**src/rtl/ibex_pmc_wb_source_if.sv**
```systemverilog
// ---------------------------------------------------------------------------
// ibex_pmc_wb_source_if
//
// Bundles the counter-read request channel and the register-file PMC write
// port of ibex_pmc_wb_source.
//
//   req_valid / req_ready   request handshake (accept on valid & ready)
//   req_idx                 counter index, $clog2(NumCounters) bits
//   req_clear               read-and-clear
//   req_waddr               destination register
//   rf_we_id / rf_we_lsu    other writeback sources busy this cycle
//   rf_we_pmc               PMC write strobe
//   rf_wdata_pmc            PMC write data
//   rf_waddr_pmc            PMC write address
//
// Modports: master = requester / writeback side, slave = the PMC unit.
// ---------------------------------------------------------------------------
interface ibex_pmc_wb_source_if #(
   parameter int unsigned NumCounters = 8
);
   localparam int unsigned IdxW = $clog2(NumCounters);

   logic            req_valid;
   logic            req_ready;
   logic [IdxW-1:0] req_idx;
   logic            req_clear;
   logic [4:0]      req_waddr;
   logic            rf_we_id;
   logic            rf_we_lsu;
   logic            rf_we_pmc;
   logic [31:0]     rf_wdata_pmc;
   logic [4:0]      rf_waddr_pmc;

   modport master (
      output req_valid, req_idx, req_clear, req_waddr, rf_we_id, rf_we_lsu,
      input  req_ready, rf_we_pmc, rf_wdata_pmc, rf_waddr_pmc
   );

   modport slave (
      input  req_valid, req_idx, req_clear, req_waddr, rf_we_id, rf_we_lsu,
      output req_ready, rf_we_pmc, rf_wdata_pmc, rf_waddr_pmc
   );
endinterface

```
**src/rtl/ibex_pmc_wb_source.sv**
```systemverilog
// ---------------------------------------------------------------------------
// ibex_pmc_wb_source
//
// Performance-monitor counter bank plus the producer side of the register-file
// PMC write port. Counter reads (optionally read-and-clear) are snapshotted
// into a small FIFO and written back only in cycles where neither the ID nor
// the LSU write source is active, keeping the writeback enables one-hot.
//
// Ports:
//   clk_i, rst_ni     clock, asynchronous active-low reset
//   cnt_en_i          global count enable
//   event_i           per-counter increment strobe
//   flush_i           discard all queued writes (blocks new requests)
//   bus               request channel + PMC write port (slave modport)
//   pending_mask_o    OR of one-hot destination regs of queued entries, bit 0 = 0
//   overflow_o        sticky per-counter wrap flag
// ---------------------------------------------------------------------------
module ibex_pmc_wb_source #(
   parameter int unsigned NumCounters  = 8,
   parameter int unsigned CounterWidth = 32,
   parameter int unsigned FifoDepth    = 2
) (
   input  logic                   clk_i,
   input  logic                   rst_ni,
   input  logic                   cnt_en_i,
   input  logic [NumCounters-1:0] event_i,
   input  logic                   flush_i,
   ibex_pmc_wb_source_if.slave    bus,
   output logic [31:0]            pending_mask_o,
   output logic [NumCounters-1:0] overflow_o
);

   localparam int unsigned IdxW = $clog2(NumCounters);
   localparam int unsigned PtrW = (FifoDepth > 1) ? $clog2(FifoDepth) : 1;
   localparam int unsigned OccW = $clog2(FifoDepth + 1);

   // Wrapping pointer increment; depth need not be a power of two.
   function automatic logic [PtrW-1:0] ptr_inc(input logic [PtrW-1:0] ptr);
      if (ptr == PtrW'(FifoDepth - 1)) begin
         return '0;
      end else begin
         return ptr + PtrW'(1'b1);
      end
   endfunction

   logic [CounterWidth-1:0] cnt_r [NumCounters];
   logic [NumCounters-1:0]  ovf_r;
   logic [31:0]             fifo_data_r [FifoDepth];
   logic [4:0]              fifo_addr_r [FifoDepth];
   logic [PtrW-1:0]         rd_ptr_r;
   logic [PtrW-1:0]         wr_ptr_r;
   logic [OccW-1:0]         occ_r;

   logic                    empty_s;
   logic                    full_s;
   logic                    ready_s;
   logic                    accept_s;
   logic                    pop_s;
   logic [NumCounters-1:0]  sel_s;
   logic [NumCounters-1:0]  inc_s;
   logic [NumCounters-1:0]  clr_s;
   logic [31:0]             snap_s;
   logic [31:0]             head_data_s;
   logic [4:0]              head_addr_s;
   logic [31:0]             mask_s;

   assign empty_s  = (occ_r == '0);
   assign full_s   = (occ_r == OccW'(FifoDepth));
   assign ready_s  = ~full_s & ~flush_i;
   assign accept_s = bus.req_valid & ready_s;
   // Only write when no other writeback source owns the port this cycle.
   assign pop_s    = ~empty_s & ~bus.rf_we_id & ~bus.rf_we_lsu & ~flush_i;
   assign inc_s    = {NumCounters{cnt_en_i}} & event_i;
   assign clr_s    = sel_s & {NumCounters{accept_s & bus.req_clear}};

   // Decode the requested index; an out-of-range index selects nothing,
   // which yields a zero snapshot and suppresses the clear.
   always_comb begin
      sel_s  = '0;
      snap_s = 32'h0;
      for (int unsigned i = 0; i < NumCounters; i++) begin
         if (bus.req_idx == IdxW'(i)) begin
            sel_s[i] = 1'b1;
            snap_s   = 32'(cnt_r[i]);
         end else begin
            sel_s[i] = 1'b0;
         end
      end
   end

   // Event counters with sticky wrap flags; a clear beats a same-cycle wrap.
   always_ff @(posedge clk_i or negedge rst_ni) begin
      if (!rst_ni) begin
         for (int unsigned i = 0; i < NumCounters; i++) begin
            cnt_r[i] <= '0;
         end
         ovf_r <= '0;
      end else begin
         for (int unsigned i = 0; i < NumCounters; i++) begin
            if (clr_s[i]) begin
               cnt_r[i] <= inc_s[i] ? CounterWidth'(1'b1) : '0;
               ovf_r[i] <= 1'b0;
            end else if (inc_s[i]) begin
               cnt_r[i] <= cnt_r[i] + CounterWidth'(1'b1);
               if (&cnt_r[i]) begin
                  ovf_r[i] <= 1'b1;
               end
            end
         end
      end
   end

   // Pending-write FIFO: flush empties it, otherwise push/pop independently.
   always_ff @(posedge clk_i or negedge rst_ni) begin
      if (!rst_ni) begin
         rd_ptr_r <= '0;
         wr_ptr_r <= '0;
         occ_r    <= '0;
         for (int unsigned k = 0; k < FifoDepth; k++) begin
            fifo_data_r[k] <= 32'h0;
            fifo_addr_r[k] <= 5'd0;
         end
      end else if (flush_i) begin
         rd_ptr_r <= '0;
         wr_ptr_r <= '0;
         occ_r    <= '0;
      end else begin
         if (accept_s) begin
            fifo_data_r[wr_ptr_r] <= snap_s;
            fifo_addr_r[wr_ptr_r] <= bus.req_waddr;
            wr_ptr_r              <= ptr_inc(wr_ptr_r);
         end
         if (pop_s) begin
            rd_ptr_r <= ptr_inc(rd_ptr_r);
         end
         case ({accept_s, pop_s})
            2'b10:   occ_r <= occ_r + OccW'(1'b1);
            2'b01:   occ_r <= occ_r - OccW'(1'b1);
            default: occ_r <= occ_r;
         endcase
      end
   end

   // Head entry presented on the write port, zero while empty.
   always_comb begin
      if (empty_s) begin
         head_data_s = 32'h0;
         head_addr_s = 5'd0;
      end else begin
         head_data_s = fifo_data_r[rd_ptr_r];
         head_addr_s = fifo_addr_r[rd_ptr_r];
      end
   end

   // A slot is live when its distance from the read pointer is below the
   // occupancy; x0 destinations never show up in the mask.
   always_comb begin
      mask_s = 32'h0;
      for (int unsigned k = 0; k < FifoDepth; k++) begin
         if (((k + FifoDepth - 32'(rd_ptr_r)) % FifoDepth) < 32'(occ_r)) begin
            mask_s = mask_s | (32'h1 << fifo_addr_r[k]);
         end else begin
            mask_s = mask_s;
         end
      end
      mask_s[0] = 1'b0;
   end

   assign bus.req_ready    = ready_s;
   assign bus.rf_we_pmc    = pop_s;
   assign bus.rf_wdata_pmc = head_data_s;
   assign bus.rf_waddr_pmc = head_addr_s;
   assign pending_mask_o   = mask_s;
   assign overflow_o       = ovf_r;

   // The PMC strobe must never coincide with another writeback source.
   wb_onehot_a: assert property (@(posedge clk_i) disable iff (!rst_ni)
      !(bus.rf_we_pmc && (bus.rf_we_id || bus.rf_we_lsu)));

endmodule

```
**src/flat_wrapper.sv**
```systemverilog
// flat-port wrapper written by rule: the top's interface ports become plain ports
module ibex_pmc_wb_source_flat 
#(
   parameter int unsigned NumCounters  = 8,
   parameter int unsigned CounterWidth = 32,
   parameter int unsigned FifoDepth    = 2
)
  (clk_i, rst_ni, cnt_en_i, event_i, flush_i, pending_mask_o, overflow_o, bus_req_valid, bus_req_idx, bus_req_clear, bus_req_waddr, bus_rf_we_id, bus_rf_we_lsu, bus_req_ready, bus_rf_we_pmc, bus_rf_wdata_pmc, bus_rf_waddr_pmc);
  ibex_pmc_wb_source_if #(.NumCounters(NumCounters)) bus_i ();
  input  logic clk_i;
  input  logic rst_ni;
  input  logic cnt_en_i;
  input  logic [NumCounters-1:0] event_i;
  input  logic flush_i;
  output logic [31:0] pending_mask_o;
  output logic [NumCounters-1:0] overflow_o;
  input wire logic [$bits(bus_i.req_valid)-1:0] bus_req_valid;
  input wire logic [$bits(bus_i.req_idx)-1:0] bus_req_idx;
  input wire logic [$bits(bus_i.req_clear)-1:0] bus_req_clear;
  input wire logic [$bits(bus_i.req_waddr)-1:0] bus_req_waddr;
  input wire logic [$bits(bus_i.rf_we_id)-1:0] bus_rf_we_id;
  input wire logic [$bits(bus_i.rf_we_lsu)-1:0] bus_rf_we_lsu;
  output wire logic [$bits(bus_i.req_ready)-1:0] bus_req_ready;
  output wire logic [$bits(bus_i.rf_we_pmc)-1:0] bus_rf_we_pmc;
  output wire logic [$bits(bus_i.rf_wdata_pmc)-1:0] bus_rf_wdata_pmc;
  output wire logic [$bits(bus_i.rf_waddr_pmc)-1:0] bus_rf_waddr_pmc;
  assign bus_i.req_valid = bus_req_valid;
  assign bus_i.req_idx = bus_req_idx;
  assign bus_i.req_clear = bus_req_clear;
  assign bus_i.req_waddr = bus_req_waddr;
  assign bus_i.rf_we_id = bus_rf_we_id;
  assign bus_i.rf_we_lsu = bus_rf_we_lsu;
  assign bus_req_ready = bus_i.req_ready;
  assign bus_rf_we_pmc = bus_i.rf_we_pmc;
  assign bus_rf_wdata_pmc = bus_i.rf_wdata_pmc;
  assign bus_rf_waddr_pmc = bus_i.rf_waddr_pmc;
  ibex_pmc_wb_source #(.NumCounters(NumCounters), .CounterWidth(CounterWidth), .FifoDepth(FifoDepth)) u_core (.clk_i(clk_i), .rst_ni(rst_ni), .cnt_en_i(cnt_en_i), .event_i(event_i), .flush_i(flush_i), .bus(bus_i), .pending_mask_o(pending_mask_o), .overflow_o(overflow_o));
endmodule
```
**config.mk**
```make
export PLATFORM = sky130hd
export DESIGN_NAME = ibex_pmc_wb_source_flat
export DESIGN_NICKNAME = d
export VERILOG_FILES = /design/src/rtl/ibex_pmc_wb_source_if.sv /design/src/rtl/ibex_pmc_wb_source.sv /design/src/flat_wrapper.sv
export SDC_FILE = /design/constraint.sdc
export NUM_CORES = 1
export LEC_CHECK = 0
export BUFFER_PORTS_ARGS = -buffer_cell sky130_fd_sc_hd__buf_2
export CORE_MARGIN = 3
export CORE_UTILIZATION = 40
export CTS_BUF_LIST = sky130_fd_sc_hd__clkbuf_8
export DETAILED_ROUTE_END_ITERATION = 10
export PLACE_DENSITY = 0.68
export SLEW_MARGIN = 40
export SYNTH_ARGS = -nofsm -noshare
export SYNTH_HDL_FRONTEND = slang
export SYNTH_SLANG_ARGS = --single-unit
```
**constraint.sdc**
```tcl
create_clock -name clk_i -period 4.3 [get_ports clk_i]
set_clock_uncertainty 0.05 [all_clocks]
set_input_delay 0.215 -clock clk_i [delete_from_list [all_inputs] [get_ports clk_i]]
set_output_delay 0.215 -clock clk_i [all_outputs]
set_load 0.01 [all_outputs]
```
==> results of run 1 <==
## how the worst max path moves through the flow
stage                             startpoint                                  to  slack [ns]  cells past startpoint
2_1_floorplan  u_core.cnt_r[101]$_DFFE_PN0P_       u_core.cnt_r[127]$_DFFE_PN0P_        2.26                      5
3_3_place_gp                  bus_req_idx[2]  u_core.fifo_data_r[36]$_DFFE_PN0P_        1.13                      5
3_5_place_dp                  bus_req_idx[2]       u_core.cnt_r[191]$_DFFE_PN0P_        1.38                      8
4_1_cts          u_core.occ_r[0]$_DFFE_PN0P_        u_core.cnt_r[13]$_DFFE_PN0P_        1.55                      5
5_1_grt          u_core.occ_r[0]$_DFFE_PN0P_        u_core.cnt_r[15]$_DFFE_PN0P_        1.36                      5
6_report         u_core.occ_r[0]$_DFFE_PN0P_        u_core.cnt_r[13]$_DFFE_PN0P_        1.57                      5
## cells in the mapped netlist, drive strengths merged, types with 8 or more instances
library cell  count
nand2           127
nor4             33
mux2i            60
a22oi            26
inv              25
nand2b           13
nand4            96
o221ai           17
and4             27
or3              34
nand3            89
and2             12
clkbuf           90
o22ai            37
nor2            318
nand3b           12
and3             35
a21oi            47
xor2            123
buf              33
or4              11
xnor2            90
o221a            13
ha                8
nor3             41
or2               9
o21ai            73
dfrtp           342
a31oi            18
mux4              8
mux2             84
nor2b            22
## per-stage QoR
step | setup slack (ns) | power [mW] | instance area [um2] | hold slack [ns]
2_1_floorplan | 2.26 | 4.94 | 19400 | -0.131
3_5_place_dp | 1.38 | 5.52 | 20500 | 0.116
6_report | 1.57 | 8.58 | 22000 | 0.109
4_1_cts | 1.55 | 8.64 | 22000 | 0.0608
3_3_place_gp | 1.13 | 5.44 | 20400 | 0.319
5_1_grt | 1.36 | 8.98 | 22000 | 0.112
## where the power goes
part           switching (mW)  leakage [nW]  internal (mW)
Combinational           0.762          4.10          0.612
Sequential              0.516          4.60           3.62
Clock                    1.39         0.711           1.69
Total                    2.66          9.41           5.92
## per-layer routing
layer  track usage [%]  vias up  wire, um
met5                 0        -        23
met2              35.1      648     26700
met1              31.3     8176     25200
met4              10.2        4      2710
li1                  -     7572         -
met3              4.43      139      4400
## area by class of cell
type	count	area, um2
multi-input cells	1565	10300
clock buffers	79	1090
repair buffers	151	993
inverters	25	93.8
clock inverters	27	149
well taps	615	769
fillers	4517	25900
diodes	1	2.50
flip-flops and latches	342	8560
## worst max-delay path, cell delays in order (launching register included)
cell	delay, ns
dfrtp_1	0.47
nand2b_1	0.49
nand4_1	0.67
a2111oi_0	0.70
xnor2_1	0.17
nor2_1	0.06
## flip-flops by register name (all words and copies together), names as in the netlist
name                cells
u_core.cnt_r          256
u_core.rd_ptr_r         1
u_core.occ_r            2
u_core.overflow_o       8
u_core.wr_ptr_r         1
u_core.fifo_addr_r     10
u_core.fifo_data_r     64
## repair_timing
action / 4_1_cts / 5_1_grt
hold buffers: 22 / 0
endpoints found under the hold margin: 372 / 0
setup endpoints to repair: 0 / 0
## kinds of logic after synthesis
logic type	count (synthesis)
other	1
DFF	342
buffers and inverters	148
AOI/OAI and AO/OA	289
xor gates and xnor gates	213
muxes	152
adders and majority gates	8
and+or+nand+nor	902
==> run metrics, run 1 <==
outcome completed; Yosys warnings 0; Mapped Area 19400 um2; asr flop ratio synth 100%; initial antenna violation count 6; clock tree buffer depth 3; period utilization 63.6%; PostCTS Resize Cnt 0; Synth Area per Inst 9.44 um2; post-synthesis compound-gate area fraction 10.0%; CP max FO 13; clock buffer count from CTS 58; WHS Path Cells 5; EDFF count, synth 0; Max Cap Viol 0; main flop type after synthesis dfrtp_1; IO buf count ~100; required time of the critical path approximately 4.8 ns; vias in the first global route 15429; Tightest Pin Transition 0.832 ns; fin crit period about 2.7 ns; Yosys top cell area share 44.1%; Pins Over Slew Limit 0; commonest non-fill, non-tap cells in the layout dfrtp_1, nor2_1, nand2_1, xor2_1, buf_2; R2R cell count 5; GRT overflow 0; Worst setup EP type register; htree depth 2; drt initial violations 1691; I/O Pins 103; Cell variety after synth between 70 and 80; post-synthesis adder-cell area fraction 0.516%; commonest non-fill, non-tap cell in the layout dfrtp_1; first-pass iteration count of the detailed router 6; via count 16539; Finished Layout Cells 2805; power per cell area between 300 and 400 nW/um2; Die Area about 51000 um2; CTS tree done; unrepaired setup endpoints after global routing no; R2R Path End u_core.cnt_r[13]$_DFFE_PN0P_; WL per Instance between 20 and 25 um; Seq/Total Area, Yosys 44.1%; post-synthesis xor/xnor area fraction 9.62%; Setup TNS 0 ns; clk sinks 342; gr usage total a little under a quarter; DRC viols 0; postcts setup bufs 0; Syn Inst Count 2055; share of layout cells above drive strength 1 between 10% and 20%; area leader, netlist dfrtp_1; first-pass GRT wire length 91100 um; DIE WIDTH 226 um; DP Wirelength 43000 um; hold_sp bus_rf_we_id; Area Overhead vs Synth 13.3%; final hold violations 0; Hold Path Class primary input to register; crit path launch type register; Seq cells post-synth 342; vias per cell between 5 and 6; Reg2Reg Setup Slack 1.57 ns; Rel. slew slack 44.4%; mux cell area share after synthesis 8.90%; Final Util 45.9%; WS Path Type register to register; Setup-failing EPs final 0; net count after synthesis 2087; DIE HEIGHT 226 um; Post-layout nets 2175; Final ANT Viol Nets 0; Synth Area in Simple Gates 23.7%; Worst EP arrival 3.24 ns; clock slew seen by the registers of the worst setup and hold paths 0.06 ns; Final GP Congestion ~1; Core Box Area 47800 um2; clock latency on the worst-skew pair 0.67 ns; final WL 59000 um; fmax 0.366 GHz; P_leak 9.41 nW; pin count of the biggest net entering global routing 110; starting density of the core 40.5%; CTS Root Cell clkbuf_8; row count 80; Cells after DPL around 2700; largest cells by area after synthesis dfrtp_1, nor2_1, xor2_1; r2r startpoint u_core.occ_r[0]$_DFFE_PN0P_; largest family of logic cells by synthesized area simple AND/OR/NAND/NOR gates; Hold Path End u_core.occ_r[0]$_DFFE_PN0P_; Worst IR Drop VDD between 0.2 and 0.25 mV
Power figures use the tool's default switching activity.
==> inputs of run 2 (changes only) <==
- clock period: 4.3 -> 2.7 ns (I/O delays scaled with it)
==> run 2 against run 1 <==
Effect of this change: hold slack improved by 0.050 ns; register-to-register slack got worse by 1.2 ns; via count rose by 2.5%; utilization rose by 0.86 points; non-clock buffer count rose by 43; die area did not move; critical path type is now register to output pin; largest cell class unchanged.
==> run metrics, run 2 (same netlist as run 1, synthesis figures left out) <==
outcome completed; row count 80 (unchanged); crit path launch type register; fin crit period 2.53 ns; Worst EP arrival 2.34 ns (-0.90 ns); postcts setup bufs 0 (unchanged); Pins Over Slew Limit 0 (unchanged); Final GP Congestion 0.939 (-5.6%); Final ANT Viol Nets 0 (unchanged); power per cell area 618 nW/um2 (+58%); vias per cell 5.95 (+0.98%); DRC viols 0 (unchanged); CP top delay family buffers and inverters; final hold violations 0 (unchanged); DIE HEIGHT 226 um (unchanged); P_leak 9.58 nW (+1.9%); htree depth 2 (unchanged); Area Overhead vs Synth 15.4%; first-pass GRT wire length 94900 um (+4.2%); DP Wirelength 45100 um (+4.8%); Setup-failing EPs final 0 (unchanged); PostCTS Resize Cnt 0 (unchanged); max FFs per register 256 (unchanged); unrepaired setup endpoints after global routing no; Core Box Area 47800 um2 (unchanged); drt initial violations 1549 (-8.4%); CP cell instances buf_4 -> mux2i_1 -> nor2_1 -> buf_2; Die Area 51200 um2 (unchanged); clock latency on the worst-skew pair 0.66 ns (about the same); required time of the critical path 2.52 ns (-2.28 ns); Worst IR Drop VDD 0.300 mV (+50%); first-pass iteration count of the detailed router 5 (-1); Rel. slew slack 46.3% (+1.9 points); IO buf count 101 (unchanged); clock buffer count from CTS 58 (unchanged); Design Area, Final 22400 um2 (+1.9%); WS Path Type register to output pin; Setup TNS 0 ns (unchanged); Largest regs u_core.cnt_r x256, u_core.fifo_data_r x64, u_core.fifo_addr_r x10; gr usage total 23.8% (+0.96 points); Max Cap Viol 0 (unchanged); clock tree buffer depth 3 (unchanged); dpl cell area 20800 um2 (+1.5%); CP max-delay cell buf_4; Post-layout nets 2218 (+2.0%); commonest non-fill, non-tap cell in the layout dfrtp_1; via count 16946 (+2.5%); final WL 61200 um (+3.7%); DIE WIDTH 226 um (unchanged); WL per Instance 21.5 um (+2.2%); period utilization between 90% and 100%; commonest non-fill, non-tap cells in the layout dfrtp_1, nor2_1, nand2_1, xor2_1, buf_2; CTS tree done; fmax about 0.40 GHz; clk sinks 342 (unchanged); vias in the first global route 16164 (+4.8%); CTS Root Cell clkbuf_8; Worst setup EP type output pin; CP max FO 34 (+21); GRT overflow 0 (unchanged); starting density of the core 40.5% (unchanged); initial antenna violation count 3 (-3); I/O Pins 103 (unchanged); pin count of the biggest net entering global routing 89 (-19%); clock slew seen by the registers of the worst setup and hold paths 0.06 ns (about the same); Largest Register u_core.cnt_r; Hold Path Class primary input to register; CP peak stage delay 0.53 ns (-0.17 ns); worst path bufs/invs 2 (+2); Tightest Pin Transition 0.798 ns (-0.0337 ns); share of layout cells above drive strength 1 18.3% (+1.4 points)
==> run 2: worst paths after layout <==
kind	slack, ns	end	depth (start not counted)	startpoint
setup / recovery	0.17	bus_rf_wdata_pmc[14]	4	u_core.rd_ptr_r$_DFFE_PN0P_
hold / removal	0.16	u_core.cnt_r[131]$_DFFE_PN0P_	4	bus_req_idx[1]
setup reg to reg	0.34	u_core.cnt_r[192]$_DFFE_PN0P_	7	u_core.occ_r[0]$_DFFE_PN0P_
hold reg to reg	0.46	u_core.fifo_data_r[54]$_DFFE_PN0P_	1	u_core.fifo_data_r[54]$_DFFE_PN0P_
max in group asynchronous	1.26	u_core.cnt_r[183]$_DFFE_PN0P_	5	rst_ni
min in group asynchronous	0.42	u_core.cnt_r[226]$_DFFE_PN0P_	3	rst_ni
==> run 2: repair_timing <==
item / CTS / global route
endpoints found under the setup margin: 0 / 0
endpoints found under the hold margin: 207 / 19
hold buffers: 26 / 1
==> run 2: final cells by class <==
cell class | count | area [um2]
well taps | 615 | 769
clock buffers | 83 | 1140
fillers | 4474 | 25500
inverters | 25 | 93.8
repair buffers | 194 | 1420
multi-input cells | 1565 | 10300
clock inverters | 20 | 121
flip-flops and latches | 342 | 8560
diodes | 2 | 5.00
==> run 2: per-layer routing <==
layer	GRT usage, %	vias up	routed length [um]
li1	-	7657	-
met1	32.5	8479	26200
met2	37.7	678	28100
met3	4.16	130	4440
met4	9.29	2	2380
met5	0	-	13
==> run 2: tightest hold or removal path, stage by stage <==
cell	delay [ns]
buf_2	0.14
buf_12	0.20
and3_1	0.24
nor2_1	0.11
==> run 2: where the power goes <==
group	leakage (nW)	internal, mW	switching (mW)	total [mW]
combinational	4.30	1.03	1.24	2.27
clock	0.692	2.80	2.20	5.00
sequential	4.60	5.76	0.809	6.57
==> run 2: per-stage QoR <==
stage                     util [%]  power (mW)  setup slack [ns]  cells  hold slack, ns
after global placement        43.5        8.71             0.455   2713           0.184
after CTS                     46.7        13.9             0.112   2842          0.0499
after detailed placement      43.5        8.83             0.411   2713           0.185
final                         46.8        13.8             0.175   2846           0.159
after floorplan                  -        7.87             0.663   2055          -0.211
after global routing          46.8        14.5            0.0609   2846           0.165
